--- src/rtl/decode_stage_pkg.sv ---
// Shared RISC-V opcode constants, one-hot format bit positions and skid-buffer load selects
// for the decode stage.
package decode_stage_pkg;

    localparam logic [6:0] OP_LUI      = 7'b0110111;
    localparam logic [6:0] OP_AUIPC    = 7'b0010111;
    localparam logic [6:0] OP_JAL      = 7'b1101111;
    localparam logic [6:0] OP_JALR     = 7'b1100111;
    localparam logic [6:0] OP_BRANCH   = 7'b1100011;
    localparam logic [6:0] OP_LOAD     = 7'b0000011;
    localparam logic [6:0] OP_STORE    = 7'b0100011;
    localparam logic [6:0] OP_I_IMM    = 7'b0010011;
    localparam logic [6:0] OP_I_IMM_W  = 7'b0011011;
    localparam logic [6:0] OP_R        = 7'b0110011;
    localparam logic [6:0] OP_R_W      = 7'b0111011;
    localparam logic [6:0] OP_MISC_MEM = 7'b0001111;
    localparam logic [6:0] OP_SYSTEM   = 7'b1110011;

    localparam int FMT_I   = 0;
    localparam int FMT_U   = 1;
    localparam int FMT_J   = 2;
    localparam int FMT_B   = 3;
    localparam int FMT_S   = 4;
    localparam int FMT_SYS = 5;
    localparam int FMT_W   = 6;

    typedef enum logic [1:0] {
        SRC_NONE = 2'd0,
        SRC_IN   = 2'd1,
        SRC_SKID = 2'd2
    } out_src_e;

endpackage

--- src/rtl/decode_imm_gen.sv ---
// Combinational immediate/format decode for one RV32/RV64 instruction.
// DECODE_ILLEGAL_CHECK_EN enables the illegal-encoding detector; otherwise illegal is tied 0.
module decode_imm_gen
    import decode_stage_pkg::*;
#(
    parameter int XLEN = 64
) (
    input  logic [31:0]      ins,
    output logic [XLEN-1:0]  imm,
    output logic [FMT_W-1:0] fmt,
    output logic             illegal
);

    localparam logic RV64 = (XLEN == 64);

    logic [6:0] opcode_s;
    assign opcode_s = ins[6:0];

    // Format tag and extended immediate selected by opcode
    always_comb begin
        imm = {XLEN{1'b0}};
        fmt = {FMT_W{1'b0}};
        case (opcode_s)
            OP_JALR, OP_LOAD, OP_I_IMM, OP_MISC_MEM: begin
                imm        = XLEN'($signed(ins[31:20]));
                fmt[FMT_I] = 1'b1;
            end
            OP_I_IMM_W: begin
                if (RV64) begin
                    imm        = XLEN'($signed(ins[31:20]));
                    fmt[FMT_I] = 1'b1;
                end else begin
                    imm = {XLEN{1'b0}};
                    fmt = {FMT_W{1'b0}};
                end
            end
            OP_LUI, OP_AUIPC: begin
                imm        = XLEN'($signed({ins[31:12], 12'h000}));
                fmt[FMT_U] = 1'b1;
            end
            OP_JAL: begin
                imm        = XLEN'($signed({ins[31], ins[19:12], ins[20], ins[30:21], 1'b0}));
                fmt[FMT_J] = 1'b1;
            end
            OP_BRANCH: begin
                imm        = XLEN'($signed({ins[31], ins[7], ins[30:25], ins[11:8], 1'b0}));
                fmt[FMT_B] = 1'b1;
            end
            OP_STORE: begin
                imm        = XLEN'($signed({ins[31:25], ins[11:7]}));
                fmt[FMT_S] = 1'b1;
            end
            OP_SYSTEM: begin
                imm          = XLEN'(ins[31:20]);
                fmt[FMT_SYS] = 1'b1;
            end
            default: begin
                imm = {XLEN{1'b0}};
                fmt = {FMT_W{1'b0}};
            end
        endcase
    end

`ifdef DECODE_ILLEGAL_CHECK_EN
    function automatic logic is_illegal(input logic [31:0] i);
        logic       bad;
        logic [2:0] f3;
        logic [6:0] f7;
        f3  = i[14:12];
        f7  = i[31:25];
        bad = 1'b0;
        if (i[1:0] != 2'b11) begin
            bad = 1'b1;
        end else begin
            case (i[6:0])
                OP_LUI, OP_AUIPC, OP_JAL, OP_JALR, OP_BRANCH, OP_LOAD, OP_STORE,
                OP_MISC_MEM, OP_SYSTEM: bad = 1'b0;
                // RV64 shift amounts are 6 bits wide, so only ins[31:26] carry the funct code
                OP_I_IMM: begin
                    if (f3 == 3'b001) begin
                        bad = RV64 ? (i[31:26] != 6'b000000) : (f7 != 7'b0000000);
                    end else if (f3 == 3'b101) begin
                        bad = RV64 ? (i[31:26] != 6'b000000 && i[31:26] != 6'b010000)
                                   : (f7 != 7'b0000000 && f7 != 7'b0100000);
                    end else begin
                        bad = 1'b0;
                    end
                end
                OP_R: bad = !(f7 == 7'b0000000 ||
                              (f7 == 7'b0100000 && (f3 == 3'b000 || f3 == 3'b101)));
                OP_I_IMM_W: begin
                    if (!RV64) begin
                        bad = 1'b1;
                    end else if (f3 == 3'b000) begin
                        bad = 1'b0;
                    end else if (f3 == 3'b001) begin
                        bad = (f7 != 7'b0000000);
                    end else if (f3 == 3'b101) begin
                        bad = (f7 != 7'b0000000 && f7 != 7'b0100000);
                    end else begin
                        bad = 1'b1;
                    end
                end
                OP_R_W: begin
                    if (!RV64) begin
                        bad = 1'b1;
                    end else begin
                        case (f3)
                            3'b000, 3'b101: bad = (f7 != 7'b0000000 && f7 != 7'b0100000);
                            3'b001:         bad = (f7 != 7'b0000000);
                            default:        bad = 1'b1;
                        endcase
                    end
                end
                default: bad = 1'b1;
            endcase
        end
        return bad;
    endfunction

    assign illegal = is_illegal(ins);
`else
    assign illegal = 1'b0;
`endif

endmodule

--- src/rtl/decode_stage.sv ---
// Registered decode stage with a 2-entry (OUT + SKID) buffer so in_ready comes from a flop.
// Illegal-encoding detection is built only when DECODE_ILLEGAL_CHECK_EN is defined.
module decode_stage
    import decode_stage_pkg::*;
#(
    parameter int XLEN = 64,
    parameter int PC_W = XLEN
) (
    input  logic            clk,
    input  logic            rst_n,
    input  logic            flush,
    input  logic            in_valid,
    output logic            in_ready,
    input  logic [31:0]     in_ins,
    input  logic [PC_W-1:0] in_pc,
    output logic            out_valid,
    input  logic            out_ready,
    output logic [PC_W-1:0] out_pc,
    output logic [6:0]      opcode,
    output logic [2:0]      funct3,
    output logic [6:0]      funct7,
    output logic [4:0]      rs1,
    output logic [4:0]      rs2,
    output logic [4:0]      rd,
    output logic [11:0]     csr_addr,
    output logic [XLEN-1:0] imm,
    output logic [5:0]      fmt,
    output logic            illegal
);

    logic [XLEN-1:0]  gen_imm_s;
    logic [FMT_W-1:0] gen_fmt_s;
    logic             gen_illegal_s;

    decode_imm_gen #(.XLEN(XLEN)) u_imm_gen (
        .ins     (in_ins),
        .imm     (gen_imm_s),
        .fmt     (gen_fmt_s),
        .illegal (gen_illegal_s)
    );

    logic             out_valid_r, skid_valid_r, in_ready_r;
    logic [PC_W-1:0]  out_pc_r, skid_pc_r;
    logic [31:0]      out_ins_r, skid_ins_r;
    logic [XLEN-1:0]  out_imm_r, skid_imm_r;
    logic [FMT_W-1:0] out_fmt_r, skid_fmt_r;
    logic             out_illegal_r, skid_illegal_r;

    logic     accept_s, release_s, skid_load_s;
    logic     out_valid_nxt_s, skid_valid_nxt_s;
    out_src_e out_src_s;

    assign accept_s  = in_valid & in_ready_r;
    assign release_s = out_valid_r & out_ready;

    // Next occupancy and load select; SKID always drains into OUT before new input
    always_comb begin
        out_src_s        = SRC_NONE;
        skid_load_s      = 1'b0;
        out_valid_nxt_s  = out_valid_r;
        skid_valid_nxt_s = skid_valid_r;
        if (!out_valid_r || release_s) begin
            if (skid_valid_r) begin
                out_src_s        = SRC_SKID;
                out_valid_nxt_s  = 1'b1;
                skid_valid_nxt_s = 1'b0;
            end else if (accept_s) begin
                out_src_s       = SRC_IN;
                out_valid_nxt_s = 1'b1;
            end else begin
                out_valid_nxt_s = 1'b0;
            end
        end else begin
            if (accept_s) begin
                skid_load_s      = 1'b1;
                skid_valid_nxt_s = 1'b1;
            end else begin
                skid_load_s = 1'b0;
            end
        end
    end

    // Entry state and payload registers; flush drops occupancy but keeps payload
    always_ff @(posedge clk) begin
        if (!rst_n) begin
            out_valid_r    <= 1'b0;
            skid_valid_r   <= 1'b0;
            in_ready_r     <= 1'b1;
            out_pc_r       <= {PC_W{1'b0}};
            out_ins_r      <= 32'h0000_0000;
            out_imm_r      <= {XLEN{1'b0}};
            out_fmt_r      <= {FMT_W{1'b0}};
            out_illegal_r  <= 1'b0;
            skid_pc_r      <= {PC_W{1'b0}};
            skid_ins_r     <= 32'h0000_0000;
            skid_imm_r     <= {XLEN{1'b0}};
            skid_fmt_r     <= {FMT_W{1'b0}};
            skid_illegal_r <= 1'b0;
        end else if (flush) begin
            out_valid_r  <= 1'b0;
            skid_valid_r <= 1'b0;
            in_ready_r   <= 1'b1;
        end else begin
            out_valid_r  <= out_valid_nxt_s;
            skid_valid_r <= skid_valid_nxt_s;
            in_ready_r   <= !skid_valid_nxt_s;
            case (out_src_s)
                SRC_IN: begin
                    out_pc_r      <= in_pc;
                    out_ins_r     <= in_ins;
                    out_imm_r     <= gen_imm_s;
                    out_fmt_r     <= gen_fmt_s;
                    out_illegal_r <= gen_illegal_s;
                end
                SRC_SKID: begin
                    out_pc_r      <= skid_pc_r;
                    out_ins_r     <= skid_ins_r;
                    out_imm_r     <= skid_imm_r;
                    out_fmt_r     <= skid_fmt_r;
                    out_illegal_r <= skid_illegal_r;
                end
                default: begin
                    out_pc_r      <= out_pc_r;
                    out_ins_r     <= out_ins_r;
                    out_imm_r     <= out_imm_r;
                    out_fmt_r     <= out_fmt_r;
                    out_illegal_r <= out_illegal_r;
                end
            endcase
            if (skid_load_s) begin
                skid_pc_r      <= in_pc;
                skid_ins_r     <= in_ins;
                skid_imm_r     <= gen_imm_s;
                skid_fmt_r     <= gen_fmt_s;
                skid_illegal_r <= gen_illegal_s;
            end else begin
                skid_pc_r      <= skid_pc_r;
                skid_ins_r     <= skid_ins_r;
                skid_imm_r     <= skid_imm_r;
                skid_fmt_r     <= skid_fmt_r;
                skid_illegal_r <= skid_illegal_r;
            end
        end
    end

    assign in_ready  = in_ready_r;
    assign out_valid = out_valid_r;
    assign out_pc    = out_pc_r;
    assign opcode    = out_ins_r[6:0];
    assign funct3    = out_ins_r[14:12];
    assign funct7    = out_ins_r[31:25];
    assign rs1       = out_ins_r[19:15];
    assign rs2       = out_ins_r[24:20];
    assign rd        = out_ins_r[11:7];
    assign csr_addr  = out_ins_r[31:20];
    assign imm       = out_imm_r;
    assign fmt       = out_fmt_r;
    assign illegal   = out_illegal_r;

endmodule

--- config.mk ---
export PLATFORM = sky130hd
export DESIGN_NAME = decode_stage
export DESIGN_NICKNAME = d
export VERILOG_FILES = /design/src/rtl/decode_stage_pkg.sv /design/src/rtl/decode_imm_gen.sv /design/src/rtl/decode_stage.sv
export SDC_FILE = /design/constraint.sdc
export NUM_CORES = 1
export LEC_CHECK = 0
export CELL_PAD_IN_SITES_DETAIL_PLACEMENT = 0
export CELL_PAD_IN_SITES_GLOBAL_PLACEMENT = 1
export CORE_MARGIN = 5
export CORE_UTILIZATION = 37
export DETAILED_ROUTE_END_ITERATION = 7
export HOLD_SLACK_MARGIN = 0.1
export PLACE_DENSITY = 0.88
export SLEW_MARGIN = 20
export SYNTH_ARGS = -nofsm -noshare
export SYNTH_HDL_FRONTEND = slang
export SYNTH_HIERARCHICAL = 1
export SYNTH_SLANG_ARGS = --single-unit
--- constraint.sdc ---
create_clock -name clk -period 3.22 [get_ports clk]
set_input_delay 0.644 -clock clk [delete_from_list [all_inputs] [get_ports clk]]
set_output_delay 0.644 -clock clk [all_outputs]
set_load 0.01 [all_outputs]
==> flow_summary.yaml, run 1 <==
setup_path:
  path_class: "input port to register"
  crit_buf_inv: 2
  cp-start-kind: "input port"
  crit_arrival_ns: 2.92
  crit_chain: "clkdlybuf4s50_1 > nor2_1 > o21ai_1 > a41oi_4 > buf_4 > mux2i_1 > nand2_1 > o211a_1"
  end_kind: "register"
  worstPathMaxFanout: 20
  cpMaxStageDelayCell: "clkdlybuf4s50_1"
  cp_top_family: "buffers and inverters"
  cp.required_ns: 3.65
  worstReg2RegStart: "out_valid$_SDFFE_PP0N_"
  cp-startpoint: "in_ins[3]"
  crit_path_max_incr_delay_ns: 0.75
global_route:
  grt_pass1_wl_mm: 63.0
  use_met2_pct: 28.8
  grt_pass1_vias: 11600
  grt_use_met3_pct: 5.44
  grt_max_degree: 110
  antenna_found_initial: 5
  grt-busiest-layer: "met2"
  grt_util_met1_pct: 20.8
  overflow: 0
  grt.total_usage_pct: 17.0
cts:
  cts_max_path_buffers: 3
  cts.hold.buffers_added: 0
  cts_tree: "built"
  cts_resized: 0
  cts.reportedPaths.clkPinSlew_ns: 0.06
  cts_made_buffers: 39
  htreeDepth: 2
  post_cts_buffers: 0
  cts_root_buf: "clkbuf_16"
  clock-sinks: 337
  clock_latency_ns: 0.54
power:
  p_total_w: 0.00987
  leakagePower_nw: 8.36
  pwr_density_cell_nw_per_um2: 504
  ir_drop_uv: 399
finish:
  mostFrequentLayoutCell: "nand2_1"
  drive_above_1_share_pct: 5.90
  syn_to_final_growth_pct: 28.1
  nets: 1904
  final_cells: 2364
  most-common-layout-cells: "515 x nand2_1, 337 x dfxtp_1, 336 x mux2i_1"
synth:
  synth_area_leaders: "dfxtp_1 44%, mux2i_1 22%, nand2_1 13%"
  synth.distinct_cells: 41
  ys_seq_area_share_pct: 44.1
  syn_inst: 1627
  dominantRegCellSynth: "dfxtp_1"
  avgSynthCellArea_um2: 9.40
  synth_area_um2: 15300
  yosys.area.top_type: "dfxtp_1"
  ys_ff_latch: 337
  synth_top_area_share_pct: 44.1
  ys_warn_count: 6
  synth_edf_count: 0
  synthArstFlopShare_pct: 0
  synth_fp_nets: 1729
routing:
  drt_iter0_drc: 582
  via_count: 11900
  ant_nets: 0
  wire_per_inst_um: 17.0
  remaining_drc_errors: 0
  dr.pass1.iters: 5
  post_drt_via_cell_ratio: 5.03
  routed_wl_mm: 40.3
placed_design:
  place_inst: 2293
  dp_hpwl_mm: 27.1
  port_buffers: 281
  gp_congestion: 0.845
floorplan:
  start_util_pct: 37.5
  fp-row-count: 74
  io-pin-count: 282
  die_y_um: 213
  core_area_um2: 40800
  dieArea_um2: 45500
  die_w_um: 213
timing:
  finalMaxSlewViolations: 0
  setup-tns-final_ns: 0
  period_needed_ns: 2.50
  hold_viol_final: 0
  fin_crit_sh_pct: 77.6
  worst-slew-pin-transition_ns: 0.718
  max_freq_mhz: 400
  slew_headroom_pct: 51.9
  setup_viol: 0
  clock_skew_ns: 0.0144
  rsz0062_at_grt: "no"
hold_path:
  min-delay-start: "skid_pc_r[43]$_SDFFE_PN0P_"
  hold_class: "register to register"
run:
  cap_viol_max_count: 0
outcome:
  outcome: "finished, final reports clean"
registers in the layout (all words and copies together) (netlist names):
signal,flops
fmt,6
skid_pc_r,64
skid_valid_r,1
skid_fmt_r,6
skid_ins_r,32
skid_illegal_r,1
skid_imm_r,64
out_pc,64
out_valid,1
in_ready,1
illegal,1
out_ins_r,32
imm,64
metal layers:
| metal | vias to the layer above | part of all wire, % |
|---|---|---|
| met5 | - | 0.11 |
| met4 | 8 | 2.2 |
| met3 | 62 | 7.6 |
| met2 | 271 | 48 |
| met1 | 5671 | 42 |
| li1 | 5881 | - |
final cells by class:
type                            count  area (um^2)
Multi-Input combinational cell   1106         7600
Tap cell                          532          666
Inverter                            2         7.51
Fill cell                        3773        21200
Antenna cell                        2         5.00
Sequential cell                   337         6750
Clock inverter                     15          119
Timing Repair Buffer              316         3320
Clock buffer                       54         1130
where the power goes:
group | leakage, nW | switching [W] | internal, W | total [W]
clock | 0.617 | 0.00177 | 0.00254 | 0.00431
sequential | 2.75 | 0.0000969 | 0.00433 | 0.00442
combinational | 4.99 | 0.000546 | 0.000590 | 0.00114
total | 8.36 | 0.00241 | 0.00746 | 0.00987
metrics by stage:
step	hold WS [ns]	cell area [um^2]	util, %	worst slack, ns
5_1_grt	0.476	19600	48.0	0.662
6_report	0.455	19600	48.0	0.721
3_3_place_gp	0.441	18300	44.9	0.288
3_5_place_dp	0.446	18300	44.9	0.235
4_1_cts	0.458	19600	48.0	0.778
2_1_floorplan	0.434	15300	-	0.451
worst reg2reg max path: stages, from the launching register on:
cell      delay, ns
dfxtp_1        0.33
nand2b_1       0.13
nor2b_1        0.18
nand3_1        0.12
ha_4           0.30
buf_12         0.29
mux2i_1        0.40
nand2_1        0.11
o211a_1        0.13
synthesized netlist by cell type, drive strengths merged, types with 2 or more instances:
cell     count
a21o        19
a21oi        6
a22o         4
a31oi        2
and2         3
and3         3
buf        121
clkbuf      61
dfxtp      337
inv          2
mux2i      336
nand2      515
nand2b       3
nand3        5
nand3b       2
nor2        14
nor2b        5
nor3         2
o211a      168
o2bb2ai      2
o32ai        3
or2          2
or3          2
xnor2        2
worst paths after layout:
kind,endpoint,slack (ns),depth (start not counted)
setup reg to reg,imm[63]$_SDFFE_PN0P_,1.14,8
hold reg to reg,skid_pc_r[43]$_SDFFE_PN0P_,0.46,2
setup / recovery,imm[40]$_SDFFE_PN0P_,0.72,8
hold / removal,skid_pc_r[43]$_SDFFE_PN0P_,0.46,2
cell families (layout without fill, tap and decap cells):
family	Yosys count	after routing	share of synthesized area (%)
DFF	337	337	44.1
AOI/OAI and AO/OA	208	208	13.0
adders and majority gates	1	1	0.0818
muxes	336	336	22.0
other	1	3	0.0245
and+or+nand+nor	558	558	14.2
buffers and inverters	184	387	6.45
xor gates and xnor gates	2	2	0.115
Power figures use the tool's default switching activity.
==> run 2, diff against run 1 <==
--- a/config.mk
+++ b/config.mk
@@ -8,10 +8,10 @@
 export CELL_PAD_IN_SITES_DETAIL_PLACEMENT = 0
 export CELL_PAD_IN_SITES_GLOBAL_PLACEMENT = 1
 export CORE_MARGIN = 5
-export CORE_UTILIZATION = 37
+export CORE_UTILIZATION = 41
 export DETAILED_ROUTE_END_ITERATION = 7
 export HOLD_SLACK_MARGIN = 0.1
-export PLACE_DENSITY = 0.88
+export PLACE_DENSITY = 0.92
 export SLEW_MARGIN = 20
 export SYNTH_ARGS = -nofsm -noshare
 export SYNTH_HDL_FRONTEND = slang
==> constraint.sdc (replaced) <==
create_clock -name clk -period 2.31 [get_ports clk]
set_input_delay 0.462 -clock clk [delete_from_list [all_inputs] [get_ports clk]]
set_output_delay 0.462 -clock clk [all_outputs]
set_load 0.01 [all_outputs]
==> run 2 against run 1 <==
  * Sequential power rose by 40%
  * Wire length rose by 0.61%
  * Die area fell by 9.3%
  * Critical endpoint is now imm[12]$_SDFFE_PN0P_
  * Via count rose by 3.3%
  * Clock-buffer cell count fell by 2
  * Critical path depth rose by 1
  * Largest cell class unchanged
  * Total power rose by 38%
  * Combinational power rose by 47%
==> flow_summary.yaml, run 2 (synthesized netlist as in run 1, its figures left out) <==
cts:
  cts_made_buffers: 38
  cts_tree: "built"
  cts_max_path_buffers: 3
  htreeDepth: 2
  cts.reportedPaths.clkPinSlew_ns: 0.06
  cts_resized: 0
  post_cts_buffers: 0
  cts_root_buf: "clkbuf_16"
  cts.hold.buffers_added: 0
  clock-sinks: 337
  clock_latency_ns: 0.55
placed_design:
  gp_congestion: 0.929
  place_ws_ns: -0.422
  dp_hpwl_mm: 28.8
  port_buffers: 281
setup_path:
  crit_path_end: "imm[12]$_SDFFE_PN0P_"
  cp-start-kind: "input port"
  cp-startpoint: "in_ins[3]"
  crit_arrival_ns: 2.64
  cp.required_ns: 2.79
  end_kind: "register"
  rrSetupSlack_ns: 0.37
  reg2reg_depth: 9
  worstReg2RegStart: "out_valid$_SDFFE_PP0N_"
  worstPathMaxFanout: 8
  r2r_end: "out_pc[24]$_SDFFE_PN0P_"
  path_class: "input port to register"
floorplan:
  die_y_um: 203
  dieArea_um2: 41300
  core_area_um2: 36700
  die_w_um: 203
  start_util_pct: 41.7
  io-pin-count: 282
  fp-row-count: 70
routing:
  drt_iter0_drc: 524
  routed_wl_mm: 40.5
  dr.pass1.iters: 5
  post_drt_via_cell_ratio: 5.20
  wire_per_inst_um: 17.2
  remaining_drc_errors: 0
  ant_nets: 0
  via_count: 12300
power:
  seqPwrFrac_pct: 45.2
  swShare_pct: 24.1
  switchingPower_w: 0.00329
  share_comb_of_total_power_pct: 12.3
  pwr_density_cell_nw_per_um2: 678
  ir_drop_uv: 577
  pwr-share-clk_pct: 42.6
  p_total_w: 0.0137
  p_int_w: 0.0104
  leakagePower_nw: 8.73
hold_path:
  min_path_cells: 2
  hold_class: "input port to register"
timing:
  rsz0062_at_grt: "no"
  hold_viol_final: 0
  fin_ws_ns: 0.147
  period_needed_ns: 2.16
  setup_viol: 0
  fin_crit_sh_pct: 93.6
  clock_skew_ns: 0.0188
  slew_headroom_pct: 63.1
  finalMaxSlewViolations: 0
  worst-slew-pin-transition_ns: 0.551
  max_freq_mhz: 462
run:
  cap_viol_max_count: 0
finish:
  final_core_util_pct: 54.9
  mostFrequentLayoutCell: "nand2_1"
  nets: 1973
  drive_above_1_share_pct: 8.87
  n_antenna_cell: 0
  most-common-layout-cells: "515 x nand2_1, 337 x dfxtp_1, 336 x mux2i_1"
  syn_to_final_growth_pct: 31.8
global_route:
  antenna_found_initial: 1
  grt.total_usage_pct: 18.9
  grt_pass1_vias: 12200
  grt_max_degree: 84
  grt_pass1_wl_mm: 64.2
  overflow: 0
outcome:
  outcome: "finished, final reports clean"
run 2: power groups by stage:
stage | logic, W | registers (W) | clock network [W]
floorplan | 0.000694 | 0.00636 | 0
global placement | 0.00166 | 0.00629 | 0
detailed placement | 0.00169 | 0.00630 | 0
CTS | 0.00170 | 0.00617 | 0.00599
global route | 0.00181 | 0.00619 | 0.00623
finish | 0.00168 | 0.00617 | 0.00581
run 2: final cells by class:
cell class	count	area [um^2]
tap	468	586
clock buffer	52	1060
sequential	337	6750
fill	3224	16500
inverter	2	7.51
multi-input combinational	1106	7600
timing repair buffer	386	4030
clock inverter	11	123
run 2: critical path, stage by stage:
cell and delay (ns):
clkdlybuf4s50_1 0.59, buf_4 0.25, nor3b_1 0.27, a31oi_1 0.10
nor2_1 0.44, a21o_1 0.22, mux2i_1 0.09, nand2_1 0.08
o211a_1 0.14
run 2: worst min path at each step:
stage | startpoint | to | slack [ns]
floorplan | skid_fmt_r[0]$_SDFFE_PN0P_ | skid_fmt_r[0]$_SDFFE_PN0P_ | 0.43
global placement | skid_illegal_r$_SDFFE_PN0P_ | skid_illegal_r$_SDFFE_PN0P_ | 0.44
detailed placement | skid_pc_r[38]$_SDFFE_PN0P_ | skid_pc_r[38]$_SDFFE_PN0P_ | 0.45
CTS | rst_n | out_pc[58]$_SDFFE_PN0P_ | 0.30
global route | rst_n | out_pc[60]$_SDFFE_PN0P_ | 0.33
finish | rst_n | out_pc[58]$_SDFFE_PN0P_ | 0.33
run 2: through the flow:
stage / instances / instance area [um^2] / hold WS (ns) / setup TNS [ns]
3_3_place_gp: 2299 / 19000 / 0.441 / -44.86
6_report: 2362 / 20200 / 0.329 / 0
4_1_cts: 2362 / 20200 / 0.300 / 0
5_1_grt: 2362 / 20200 / 0.327 / 0
2_1_floorplan: 1627 / 15300 / 0.434 / 0
3_5_place_dp: 2299 / 19000 / 0.448 / -53.72
run 2: per-layer routing:
| metal | global-route usage, % | wire, um |
|---|---|---|
| met1 | 23.4 | 17700 |
| met4 | 5.54 | 1120 |
| met3 | 5.75 | 2740 |
| met5 | 0 | 11 |
| met2 | 31.8 | 19000 |
